File: config.mk
export PLATFORM = sky130hd
export DESIGN_NAME = vc_rr_merge4
export DESIGN_NICKNAME = d
export VERILOG_FILES = /design/src/rtl/vc_merge_pkg.sv /design/src/rtl/vc_rr_arb4.sv /design/src/rtl/vc_rr_merge4.sv
export SDC_FILE = /design/constraint.sdc
export NUM_CORES = 1
export LEC_CHECK = 0
export ABC_CLOCK_PERIOD_IN_PS = 2800
export CORE_UTILIZATION = 35
export DETAILED_ROUTE_END_ITERATION = 10
export PLACE_DENSITY = 0.78
export SYNTH_ARGS = -nofsm -noshare
export SYNTH_HDL_FRONTEND = slang
export SYNTH_HIERARCHICAL = 1
export SYNTH_SLANG_ARGS = --single-unit
File: constraint.sdc
create_clock -name clk -period 2.8 [get_ports clk]
set_clock_uncertainty 0.1 [all_clocks]
set_input_delay 0.56 -clock clk [delete_from_list [all_inputs] [get_ports clk]]
set_output_delay 0.56 -clock clk [all_outputs]
set_load 0.1 [all_outputs]
File: src/rtl/vc_merge_pkg.sv
// ---------------------------------------------------------------------------
// vc_merge_pkg
//   Shared definitions for the four-input round-robin stream merge.
//   - NUM_IN / SRC_W : number of merged inputs and width of a source index
//   - lock_state_e   : packet-lock FSM encoding (used only when the design is
//                      built with VC_RR_MERGE4_LOCK_EN)
//   - idx_to_1hot    : 2-bit index to 4-bit one-hot conversion
// ---------------------------------------------------------------------------
package vc_merge_pkg;

  localparam int NUM_IN = 4;
  localparam int SRC_W  = 2;

  typedef enum logic {
    LOCK_IDLE   = 1'b0,
    LOCK_LOCKED = 1'b1
  } lock_state_e;

  function automatic logic [NUM_IN-1:0] idx_to_1hot(input logic [SRC_W-1:0] idx);
    logic [NUM_IN-1:0] oh;
    oh      = '0;
    oh[idx] = 1'b1;
    return oh;
  endfunction

endpackage

File: src/rtl/vc_rr_arb4.sv
// ---------------------------------------------------------------------------
// vc_rr_arb4
//   Four-way round-robin arbiter. Owns the 2-bit priority pointer, performs the
//   combinational search starting at the pointer and advances the pointer to
//   one past the winner when strobed.
//
// Ports:
//   clk        : clock, rising edge
//   reset      : synchronous, active-low; pointer returns to 0 (input 0 first)
//   req        : per-input request
//   en         : pointer update strobe (a grant was consumed this cycle)
//   hold_grant : force the grant to hold_idx regardless of req
//   hold_idx   : index forced while hold_grant is set
//   grant_1hot : one-hot grant, all zeros when nothing is granted
//   grant_idx  : binary index of the grant (equals the pointer when no grant)
// ---------------------------------------------------------------------------
module vc_rr_arb4
  import vc_merge_pkg::*;
(
  input  logic              clk,
  input  logic              reset,
  input  logic [NUM_IN-1:0] req,
  input  logic              en,
  input  logic              hold_grant,
  input  logic [SRC_W-1:0]  hold_idx,
  output logic [NUM_IN-1:0] grant_1hot,
  output logic [SRC_W-1:0]  grant_idx
);

  logic [SRC_W-1:0] ptr_q;
  logic [SRC_W-1:0] ptr_d;
  logic [SRC_W-1:0] cand;
  logic             found;

  // Scan ptr, ptr+1, ... with natural 2-bit wrap; the first requester wins.
  always_comb begin
    grant_idx = ptr_q;
    found     = 1'b0;
    cand      = ptr_q;
    for (int i = 0; i < NUM_IN; i++) begin
      cand = ptr_q + SRC_W'(i);
      if (!found && req[cand]) begin
        grant_idx = cand;
        found     = 1'b1;
      end
    end
    // A locked packet keeps its source even through valid gaps.
    if (hold_grant) begin
      grant_idx = hold_idx;
      found     = 1'b1;
    end
    grant_1hot = found ? idx_to_1hot(grant_idx) : '0;
  end

  always_comb begin
    ptr_d = ptr_q;
    if (en) begin
      ptr_d = grant_idx + SRC_W'(1);
    end
  end

  always_ff @(posedge clk) begin
    if (!reset) begin
      ptr_q <= '0;
    end else begin
      ptr_q <= ptr_d;
    end
  end

endmodule

File: src/rtl/vc_rr_merge4.sv
// ---------------------------------------------------------------------------
// vc_rr_merge4
//   Four-input round-robin stream merge with a single registered output stage.
//   Each accepted message is tagged with its source index. grant_1hot is the
//   live grant and can drive a downstream one-hot mux select directly.
//
// Handshake: a transfer happens on a port when its val and rdy are both 1 at
//   a rising clock edge. rdy never depends on message contents; in_rdy depends
//   combinationally on in_val and out_rdy, and is forced low during reset.
//
// Build option: define VC_RR_MERGE4_LOCK_EN to keep multi-beat packets
//   contiguous. This adds the in_last input and the lock_state debug output.
//
// Ports:
//   clk                    : clock, rising edge
//   reset                  : synchronous, active-low
//   in_val / in_rdy        : per-input valid / ready (in_rdy at most one-hot)
//   in0_msg .. in3_msg     : input messages, W bits
//   in_last    (LOCK only) : per-input end-of-packet marker
//   lock_state (LOCK only) : lock FSM state, for observation
//   out_val / out_rdy      : output stream valid / ready
//   out_msg                : registered message
//   out_src                : index of the input that supplied out_msg
//   grant_1hot             : this cycle's grant, all zeros when none
// ---------------------------------------------------------------------------
module vc_rr_merge4
  import vc_merge_pkg::*;
#(
  parameter int W = 32
) (
  input  logic              clk,
  input  logic              reset,
  input  logic [NUM_IN-1:0] in_val,
  output logic [NUM_IN-1:0] in_rdy,
  input  logic [W-1:0]      in0_msg,
  input  logic [W-1:0]      in1_msg,
  input  logic [W-1:0]      in2_msg,
  input  logic [W-1:0]      in3_msg,
`ifdef VC_RR_MERGE4_LOCK_EN
  input  logic [NUM_IN-1:0] in_last,
  output lock_state_e       lock_state,
`endif
  output logic              out_val,
  input  logic              out_rdy,
  output logic [W-1:0]      out_msg,
  output logic [SRC_W-1:0]  out_src,
  output logic [NUM_IN-1:0] grant_1hot
);

  logic             out_val_q, out_val_d;
  logic [W-1:0]     out_msg_q, out_msg_d;
  logic [SRC_W-1:0] out_src_q, out_src_d;

  logic             can_load;
  logic             xfer;
  logic [SRC_W-1:0] grant_idx;
  logic [W-1:0]     sel_msg;
  logic             ptr_en;
  logic             hold_grant;
  logic [SRC_W-1:0] hold_idx;

  vc_rr_arb4 u_arb (
    .clk        (clk),
    .reset      (reset),
    .req        (in_val),
    .en         (ptr_en),
    .hold_grant (hold_grant),
    .hold_idx   (hold_idx),
    .grant_1hot (grant_1hot),
    .grant_idx  (grant_idx)
  );

  // The register takes a new message when empty or draining this same edge.
  assign can_load = !out_val_q || out_rdy;
  // Gating with reset keeps handshakes in the reset cycle from completing.
  assign in_rdy   = grant_1hot & {NUM_IN{can_load & reset}};
  assign xfer     = |(in_val & in_rdy);

  always_comb begin
    sel_msg = in0_msg;
    case (grant_idx)
      2'd0:    sel_msg = in0_msg;
      2'd1:    sel_msg = in1_msg;
      2'd2:    sel_msg = in2_msg;
      default: sel_msg = in3_msg;
    endcase
  end

`ifdef VC_RR_MERGE4_LOCK_EN
  lock_state_e      lock_state_q, lock_state_d;
  logic [SRC_W-1:0] lock_idx_q, lock_idx_d;

  always_comb begin
    lock_state_d = lock_state_q;
    lock_idx_d   = lock_idx_q;
    case (lock_state_q)
      LOCK_IDLE: begin
        if (xfer && !in_last[grant_idx]) begin
          lock_state_d = LOCK_LOCKED;
          lock_idx_d   = grant_idx;
        end
      end
      LOCK_LOCKED: begin
        if (xfer && in_last[grant_idx]) begin
          lock_state_d = LOCK_IDLE;
        end
      end
      default: lock_state_d = LOCK_IDLE;
    endcase
  end

  always_ff @(posedge clk) begin
    if (!reset) begin
      lock_state_q <= LOCK_IDLE;
      lock_idx_q   <= '0;
    end else begin
      lock_state_q <= lock_state_d;
      lock_idx_q   <= lock_idx_d;
    end
  end

  assign hold_grant = (lock_state_q == LOCK_LOCKED);
  assign hold_idx   = lock_idx_q;
  // Fairness is per packet: the pointer only moves on a closing beat.
  assign ptr_en     = xfer && in_last[grant_idx];
  assign lock_state = lock_state_q;
`else
  assign hold_grant = 1'b0;
  assign hold_idx   = '0;
  assign ptr_en     = xfer;
`endif

  always_comb begin
    out_val_d = out_val_q;
    out_msg_d = out_msg_q;
    out_src_d = out_src_q;
    if (xfer) begin
      out_val_d = 1'b1;
      out_msg_d = sel_msg;
      out_src_d = grant_idx;
    end else if (out_val_q && out_rdy) begin
      out_val_d = 1'b0;
    end
  end

  always_ff @(posedge clk) begin
    if (!reset) begin
      out_val_q <= 1'b0;
      out_msg_q <= '0;
      out_src_q <= '0;
    end else begin
      out_val_q <= out_val_d;
      out_msg_q <= out_msg_d;
      out_src_q <= out_src_d;
    end
  end

  assign out_val = out_val_q;
  assign out_msg = out_msg_q;
  assign out_src = out_src_q;

endmodule
==> impl_results.md <==
* I/O Buffers at 177
* Final hold vios at 0
* Nets at 629
* Crit path DAT at 2260 ps
* Die ar. at 0.009130 mm2
* Static leakage at 2.298 nW
* Synth Instances at 292
* Insertion delay of the later-clocked pin in the worst-skew pair at 280 ps
* Ys async rst share at 0%
* MaxCap Viol Count at 0
* Synth Register Bits at 37
* Setup slack, reg-to-reg at -30 ps
* Final critical-path share of the clock period at 104.3%
* I/O pin total at 178
* Register area at 744.5 um2
* GRT Util Overall at 21.57%
* Outcome: finished with violations
* Post-synth top area share at 24.18%
* Top FF cell, synth: dfxtp_1
* Share of cells above drive strength 1 at 34.90%
* Avg Synthesized Cell Area at 10.49 um2
* Via count at 3314
* Via density at 5.570
* DRT Pass-1 Iters at 4
* Chip height at 95.55 um
* Vias in the first global route at 3302
* EDFF count, synth at 0
* Max Freq at 0.3425 GHz
* Failing checks: negative setup slack
* Row count at 33
* CTS Root Cell: clkbuf_8
* Distinct cells, synth at 38
* DR WL/cell at 17.41 um
* Multi-input logic area at 0.002198 mm2
* Unrepaired setup endpoints after global routing: yes
* Final wirelength at 10360 um
* Minimum clock period at 2920 ps
* Die width at 95.55 um
* GRT overflow at 0
* Worst vdd rail ir drop at 226.1 uV
* Critical Setup Path Class: primary input to primary output
* Register area share after synthesis at 24.18%
* Pins Over Slew Limit at 0
* CTS Hold Buffers Added at 0
* CTS tree: done
* Ant. Diodes at 0
* Gp weighted congestion at 0.8098
* Final HPWL DP at 7428 um
* Placed Cells at 575
* Clock sink total at 37
* Maximum fanout along the worst path at 5
* Startpoint types: primary input
* Final worst setup slack at -119.6 ps
* Fin cells at 595
* CTS Buffer Depth at 2
* Final Setup Violations at 42
* Layout Area Growth over Synthesis at 79.62%
* Core area at 0.008341 mm2
* Cts bufs inserted at 5
* Antenna Nets Post-Route at 0
* Ys Warns at 6
* Residual DRC at 0
* Largest net degree at the start of global routing at 42
* First-pass GRT wire length at 15330 um
* Initial Utilization at 36.72%
* Initial antenna violation count at 0
* Pwr dens at 516.9 mW/mm2
* Hold slack final at 372.6 ps
* Clock slew at reported path FFs at 70 ps
* Cell type with the largest total area after synthesis: dfxtp_1
* CP required at 2140 ps
* Critical Path End Type: primary output
* H-Tree Depth at 2
* Iter 0 DRT Violations at 76
* Main area contributors after synthesis: dfxtp_1, mux4_2, nand4_1, mux4_1, o211ai_2
* Hold WC Path Type: register to register
* Fillcell total at 681
* Netlist Area Pre-Place at 0.003063 mm2
[metrics by stage]
step | setup TNS [ps] | utilization [%] | area (um2) | setup WS (ps) | total power (W)
floorplan | -13600 | - | 3203 | -455.3 | 0.001832
detailed placement | -26180 | 61.52 | 5131 | -635.6 | 0.002326
global placement | -23460 | 61.52 | 5131 | -569.4 | 0.002303
finish | -1670 | 65.96 | 5502 | -119.6 | 0.002844
CTS | -392.1 | 64.46 | 5376 | -108.5 | 0.002813
global route | -6250 | 65.96 | 5502 | -217.4 | 0.002961
[placed cells by master, fill, tap and decap left out, types with 3 or more instances in the layout]
cell type          n
clkdlybuf4s50_1  129
nand4_1           64
buf_4             59
inv_1             36
dfxtp_1           36
o211ai_2          29
mux4_2            18
mux4_1            15
buf_12            11
buf_6             10
conb_1            10
nand2_1            6
clkbuf_8           5
and3_4             4
a21boi_4           4
o211ai_1           3
clkbuf_16          3
nand2b_4           3
nor2b_1            3
[timing repair]
item / CTS / global route
pin swaps: 12 / 17
setup buffers: 8 / 2
gates resized for setup: 38 / 8
endpoints found under the setup margin: 45 / 42
cloned: 0 / 4
[cells in the mapped netlist (all sizes together) (2+ instances only)]
library cell	number
mux2i	2
ha	4
a21boi	5
nor2	2
o211ai	32
dfxtp	37
a31oi	2
a22oi	2
buf	13
nor4	2
o21ai	3
a21oi	2
o21a	2
mux4	33
nand4	64
nand2	6
clkbuf	21
o22ai	2
nand2b	5
and3	4
nor2b	3
inv	37
[worst paths after layout]
check / startpoint / endpoint / depth (start not counted)
min reg2reg: out_src[1] / out_src[1] / 2
min: out_src[1] / out_src[1] / 2
max reg2reg: u_arb/ptr_q[1] / out_src[0] / 12
max: in_val[0] / in_rdy[3] / 10
[worst max-delay path, cell delays in order]
cell and delay, ps:
buf_6 90, buf_6 120, nor2_4 120, o22ai_4 70
nor4_4 350, nand2b_4 240, ha_4 130, a21boi_4 180
and3_4 210, buf_12 170
[registers in the layout (all words and copies together) (netlist names)]
| name | flops |
|---|---|
| out_val | 1 |
| u_arb/ptr_q | 2 |
| out_msg | 32 |
| out_src | 2 |
[metal layers]
| metal | global-route usage (%) | part of all wire [%] | up-vias |
|---|---|---|---|
| met5 | 0 | 0 | - |
| met4 | 6.841 | 1.4 | 0 |
| met3 | 3.429 | 6.0 | 12 |
| met2 | 41.55 | 55 | 137 |
| met1 | 23.87 | 38 | 1614 |
| li1 | - | - | 1551 |
[cell type report]
cell class / instances / share of cell area (%)
multi-input cells: 193 / 39.96
repair buffers: 216 / 39.66
well taps: 105 / 2.388
flip-flops and latches: 37 / 13.53
clock buffers: 5 / 1.251
inverters: 37 / 2.570
clock inverters: 2 / 0.6368
[cell families (layout without fill, tap and decap cells)]
logic type	Yosys count	after routing	synth area share (%)
simple gates	91	91	18.34
buf+inv	71	260	11.07
compound gates	53	53	17.89
flops	37	37	24.18
mux	35	35	26.76
fa+ha+maj	4	4	1.634
other cells	1	10	0.1224
[power by group]
part / internal, W / total, W / switching, W / leakage [nW]
Sequential: 0.000611 / 0.000676 / 0.0000652 / 0.305
Clock: 0.000259 / 0.000446 / 0.000187 / 0.0540
Combinational: 0.000649 / 0.00172 / 0.00107 / 1.94
(Power assumes the default switching activity.)
